File: src/rtl/ram_pkg.sv
// rtl/ram_pkg.sv - shared size encodings and FSM state type for ram_param
package ram_pkg;

  // Access size: number of bytes is 2**size
  typedef enum logic [1:0] {
    SZ_B = 2'd0,
    SZ_H = 2'd1,
    SZ_W = 2'd2,
    SZ_D = 2'd3
  } size_e;

  typedef enum logic {
    IDLE = 1'b0,
    RESP = 1'b1
  } state_e;

endpackage

File: src/rtl/ram_lane_align.sv
// rtl/ram_lane_align.sv - byte enables, alignment check and load extraction/extension
//
// Purely combinational.
//   off       : byte offset within the word
//   size      : access size (ram_pkg::size_e encoding)
//   uns       : 1 = zero-extend loads, 0 = sign-extend
//   wdata     : right-aligned store data
//   rword     : full memory word at the addressed index
//   be        : byte enables for a store (all zero when the access is bad)
//   wlane     : store data shifted into its byte lanes
//   bad       : access is misaligned or wider than the word
//   load_data : addressed bytes shifted to bit 0 and extended to DATA_W
module ram_lane_align
  import ram_pkg::*;
#(
  parameter int DATA_W = 64,
  localparam int NB    = DATA_W / 8,
  localparam int OFF_W = $clog2(NB)
) (
  input  logic [OFF_W-1:0]  off,
  input  logic [1:0]        size,
  input  logic              uns,
  input  logic [DATA_W-1:0] wdata,
  input  logic [DATA_W-1:0] rword,
  output logic [NB-1:0]     be,
  output logic [DATA_W-1:0] wlane,
  output logic              bad,
  output logic [DATA_W-1:0] load_data
);

  int                nbytes;
  logic [DATA_W-1:0] keep;
  logic [DATA_W-1:0] msb;
  logic [DATA_W-1:0] shifted;
  logic              sign;

  always_comb begin
    nbytes = 1;
    case (size_e'(size))
      SZ_B: nbytes = 1;
      SZ_H: nbytes = 2;
      SZ_W: nbytes = 4;
      SZ_D: nbytes = 8;
    endcase

    // Illegal when wider than the word; misaligned when offset is not a multiple of the size
    bad = (nbytes > NB) || ((int'(off) & (nbytes - 1)) != 0);

    be   = '0;
    keep = '0;
    for (int b = 0; b < NB; b++) begin
      if (!bad && (b >= int'(off)) && (b < int'(off) + nbytes))
        be[b] = 1'b1;
      if (b < nbytes)
        keep[b*8 +: 8] = 8'hFF;
    end

    wlane   = wdata << {off, 3'b000};
    shifted = rword >> {off, 3'b000};

    // Top bit of the kept field is the sign bit; a full-width access has nothing to extend
    msb       = keep & ~(keep >> 1);
    sign      = |(shifted & msb);
    load_data = (shifted & keep) | ((sign && !uns) ? ~keep : '0);
  end

endmodule

File: src/rtl/ram_param.sv
// rtl/ram_param.sv - byte-addressable single-port RAM with sized, extended accesses
//
// Optional macro RAM_INIT_PATTERN_EN: preloads mem[0] = 5, mem[i] = i + 3.
//   clk    : rising-edge clock
//   rst    : synchronous active-high reset (memory contents untouched)
//   req    : access request, accepted when ready
//   we     : 1 = store, 0 = load
//   addr   : byte address
//   size   : 0 byte, 1 half, 2 word, 3 double
//   uns    : zero-extend (1) or sign-extend (0) loads
//   wdata  : right-aligned store data
//   ready  : high in IDLE only, low during reset
//   rvalid : one-cycle response strobe
//   rdata  : extended load data, zero otherwise
//   err    : response is misaligned/illegal (qualified by rvalid)
module ram_param
  import ram_pkg::*;
#(
  parameter int DATA_W  = 64,
  parameter int DEPTH   = 32,
  localparam int NB     = DATA_W / 8,
  localparam int OFF_W  = $clog2(NB),
  localparam int IDX_W  = $clog2(DEPTH),
  localparam int ADDR_W = IDX_W + OFF_W
) (
  input  logic              clk,
  input  logic              rst,
  input  logic              req,
  input  logic              we,
  input  logic [ADDR_W-1:0] addr,
  input  logic [1:0]        size,
  input  logic              uns,
  input  logic [DATA_W-1:0] wdata,
  output logic              ready,
  output logic              rvalid,
  output logic [DATA_W-1:0] rdata,
  output logic              err
);

  logic [DATA_W-1:0] mem [DEPTH];

`ifdef RAM_INIT_PATTERN_EN
  initial begin
    mem[0] = DATA_W'(5);
    for (int i = 1; i < DEPTH; i++)
      mem[i] = DATA_W'(i + 3);
  end
`else
  // Contents start undefined until written.
`endif

  state_e            state;
  logic [IDX_W-1:0]  idx;
  logic [OFF_W-1:0]  off;
  logic [NB-1:0]     be;
  logic [DATA_W-1:0] wlane;
  logic [DATA_W-1:0] load_data;
  logic              bad;
  logic              accept;

  assign idx    = addr[ADDR_W-1:OFF_W];
  assign off    = addr[OFF_W-1:0];
  assign ready  = (state == IDLE) && !rst;
  assign accept = req && ready;

  ram_lane_align #(.DATA_W(DATA_W)) u_align (
    .off       (off),
    .size      (size),
    .uns       (uns),
    .wdata     (wdata),
    .rword     (mem[idx]),
    .be        (be),
    .wlane     (wlane),
    .bad       (bad),
    .load_data (load_data)
  );

  // Store commits on the accepting edge so a following load sees it
  always_ff @(posedge clk) begin
    if (accept && we) begin
      for (int b = 0; b < NB; b++)
        if (be[b])
          mem[idx][b*8 +: 8] <= wlane[b*8 +: 8];
    end
  end

  always_ff @(posedge clk) begin
    if (rst) begin
      state  <= IDLE;
      rvalid <= 1'b0;
      err    <= 1'b0;
      rdata  <= '0;
    end else begin
      case (state)
        IDLE: begin
          if (req) begin
            state  <= RESP;
            rvalid <= 1'b1;
            err    <= bad;
            rdata  <= (!bad && !we) ? load_data : '0;
          end else begin
            rvalid <= 1'b0;
            err    <= 1'b0;
            rdata  <= '0;
          end
        end
        RESP: begin
          state  <= IDLE;
          rvalid <= 1'b0;
          err    <= 1'b0;
          rdata  <= '0;
        end
      endcase
    end
  end

endmodule

File: config.mk
export PLATFORM = sky130hd
export DESIGN_NAME = ram_param
export DESIGN_NICKNAME = d
export VERILOG_FILES = /design/src/rtl/ram_pkg.sv /design/src/rtl/ram_lane_align.sv /design/src/rtl/ram_param.sv
export SDC_FILE = /design/constraint.sdc
export NUM_CORES = 2
export LEC_CHECK = 0
export ABC_AREA = 1
export CORE_ASPECT_RATIO = 2
export CORE_MARGIN = 8
export CORE_UTILIZATION = 30
export DETAILED_ROUTE_END_ITERATION = 16
export MAX_ROUTING_LAYER = met4
export PLACE_DENSITY_LB_ADDON = 0.1
export SLEW_MARGIN = 30
export SYNTH_ARGS = -nofsm -noshare
export SYNTH_HDL_FRONTEND = slang
export SYNTH_HIERARCHICAL = 1
export SYNTH_SLANG_ARGS = --single-unit
File: constraint.sdc
create_clock -name clk -period 5.3 [get_ports clk]
set_clock_uncertainty 0.15 [all_clocks]
set_input_delay 0.53 -clock clk [delete_from_list [all_inputs] [get_ports clk]]
set_output_delay 0.53 -clock clk [all_outputs]
set_load 0.05 [all_outputs]
==> flow_summary.toml <==
[run_status]
outcome = "completed"

[layout]
drive_above_1_share_pct = 8.60
areaGrowthSynthToFinish_pct = 17.6
fillers = 30755
finalNetCount = 9820

[routing]
drt_iter0_drc = 5145
drc_errors = 0
avgViaCountPerCell = 4.60
vias = 64069
first_pass_iters = 6
routedWlPerCell_um = 23.5
wl_mm = 328
final_antenna_net_count = 0

[clock_network]
clkSlewWorstSetupHoldPaths_ns = 0.06
htree_levels = 4
clock-sinks = 2114
numCtsBuffers = 210
root_buffer = "clkbuf_16"
cts_tree = "built"
insertion_delay_ns = 0.87
cts_resized = 0
clock_path_buffers = 4

[floorplanning]
initial_core_util_pct = 30.1
fp.dieH_um = 794
pin_count = 146
coreArea_um2 = 302000
die-area_um2 = 322000
rows = 286
fp.dieW_um = 405

[global_route]
overflow = 0
grt_pass1_wl_mm = 466
grt_pass1_vias = 62525
track_usage_pct = 20.3
grt_max_degree = 134
antenna_found_initial = 23

[yosys]
synth_seq_area_share_pct = 69.1
postSynthNetCount = 9480
syn_area_per_cell_um2 = 9.67
syn_inst = 9396
ys_types = 37
yosysTopAreaCell = "edfxtp_1"
synth_edf_count = 2048
synth_top_area_share_pct = 67.7
synth_most_common_cell = "nand2_1"
synth_commonest_cells = "nand2_1 (5,892), edfxtp_1 (2,048), nor2_1 (526)"
synthAdderAreaFrac_pct = 0.0771
yosys_most_used_dff = "edfxtp_1"
synth_top_cells_by_area = "edfxtp_1 (68%), nand2_1 (24%), nor2_1 (2.2%)"
syn-cell-area_um2 = 90900
synth-simple-area-share_pct = 27.0
synth_xor_area_share_pct = 0.0193
synth_compound_area_share_pct = 1.08
ys_seq_elements = 2114
async_flop_share_pct = 0
ys.warnings.count = 6
synthMuxAreaShare_pct = 0.0220
synth_top_family_by_area = "simple AND/OR/NAND/NOR gates"

[worst_setup_path]
path_class = "in2reg"
required_ns = 5.71
cp.arrival_ns = 4.25
r2r_start = "state"
crit_path_end_kind = "flop"
worst_setup_path_start_kind = "input pin"
crit_fanout = 32
crit_path_start = "size[1]"

[sta]
slew_violations = 0
tightest_slew_ns = 1.02
relSlewSlack_pct = 32.3
min_period_ns = 3.84
setup_tns_ns = 0
post-route-period-util_pct = 72.4
hold_ws_ns = 0.118
grt_setup_unrepaired = "no"
hold_viol_final = 0
setup_violations = 0
max_freq_mhz = 260

[pwr]
internal-power_uw = 27400
power_frac_comb_pct = 8.6
clkPwrFrac_pct = 40.8
leakagePower_uw = 0.0434
ir_worst_vdd_uv = 243
powerDensity_nw_per_um2 = 341
p_sw_uw = 9060
swShare_pct = 24.8
seqPwrFrac_pct = 50.6

[place]
place_hpwl_mm = 212
routabilityCongestion = 0.893
portBuffers = 145

[flow_run]
drv_cap = 0

[hold_path]
min_from = "req"
hold_path_class = "in2reg"
timing repair:
| item | in CTS | in global routing |
|---|---|---|
| buffers inserted | 0 | 0 |
| hold endpoints to repair | 1 | 0 |
| hold buffers | 1 | 0 |
final timing paths:
| path | endpoint | slack [ns] | cells after the start |
|---|---|---|---|
| setup / recovery | mem[12][26] | 1.46 | 15 |
| hold / removal | err | 0.12 | 3 |
| setup reg to reg | mem[12][26] | 2.05 | 7 |
| hold reg to reg | err | 0.43 | 3 |
power groups by stage:
stage	Sequential, uW	Combinational, uW	Clock, uW
6_report	18500	3140	14900
5_1_grt	18500	3410	15800
4_1_cts	18500	3180	15300
3_5_place_dp	18800	3170	0
3_3_place_gp	18800	3170	0
2_1_floorplan	18900	1540	0
worst max-delay path: stages:
cell             delay, ns
clkdlybuf4s50_1       0.73
inv_1                 0.21
nor2_1                0.24
ha_1                  0.33
nand3_1               0.10
nand3_1               0.08
xor2_1                0.15
inv_1                 0.07
nand2_1               0.12
nor2_1                0.10
nor3_1                0.16
nand2_1               0.07
buf_4                 0.34
nor2_1                0.67
buf_4                 0.33
registers in the layout, indices dropped and copies added (netlist names):
| signal | count |
|---|---|
| rdata | 64 |
| mem | 2048 |
| err | 1 |
| state | 1 |
layer usage:
layer	wire length [um]	up-vias	global-route usage (%)
met3	15600	399	2.46
met1	149000	31279	27.5
met5	0	-	-
li1	-	30900	-
met4	10400	0	5.56
met2	153000	1491	32.3
logic make-up (layout without fill, tap and decap cells):
kind of cell | count (synthesis) | after routing
compound gates | 164 | 164
xor+xnor | 2 | 2
fa+ha+maj | 5 | 5
buf+inv | 622 | 1128
flops | 2114 | 2114
mux | 2 | 2
other cells | 0 | 9
simple gates | 6487 | 6487
layout make-up:
class                      instances  area (um^2)  area share (%)
timing repair buffer             619         5750            5.38
clock inverter                   114         1010           0.947
tap                             4032         5040            4.72
clock buffer                     264         5560            5.20
sequential                      2114        62800            58.8
antenna                            9         22.5          0.0211
multi-input combinational       6660        26200            24.5
inverter                         131          508           0.475
metrics by stage:
step | cells | cell area (um^2) | power (uW) | utilization [%] | setup WS [ns]
after floorplan | 9396 | 90900 | 20400 | - | 1.12
after detailed placement | 13553 | 100000 | 22000 | 33.1 | 0.624
after global placement | 13541 | 99900 | 22000 | 33.0 | 0.633
after CTS | 13932 | 107000 | 36900 | 35.3 | 1.57
final | 13943 | 107000 | 36500 | 35.4 | 1.46
after global routing | 13937 | 107000 | 37600 | 35.3 | 1.37
layout by cell type, fill, tap and decap left out, types with 29 or more instances in the layout:
master,count
clkbuf_1,48
clkdlybuf4s50_1,140
edfxtp_1,2048
inv_1,119
nand2_1,5890
clkbuf_16,214
nor2_1,493
clkinv_1,52
dfxtp_1,66
clkinv_2,29
buf_4,422
buf_12,40
o21ai_0,95
nand3_1,37
Note: power is estimated with default switching activity, not from simulation.
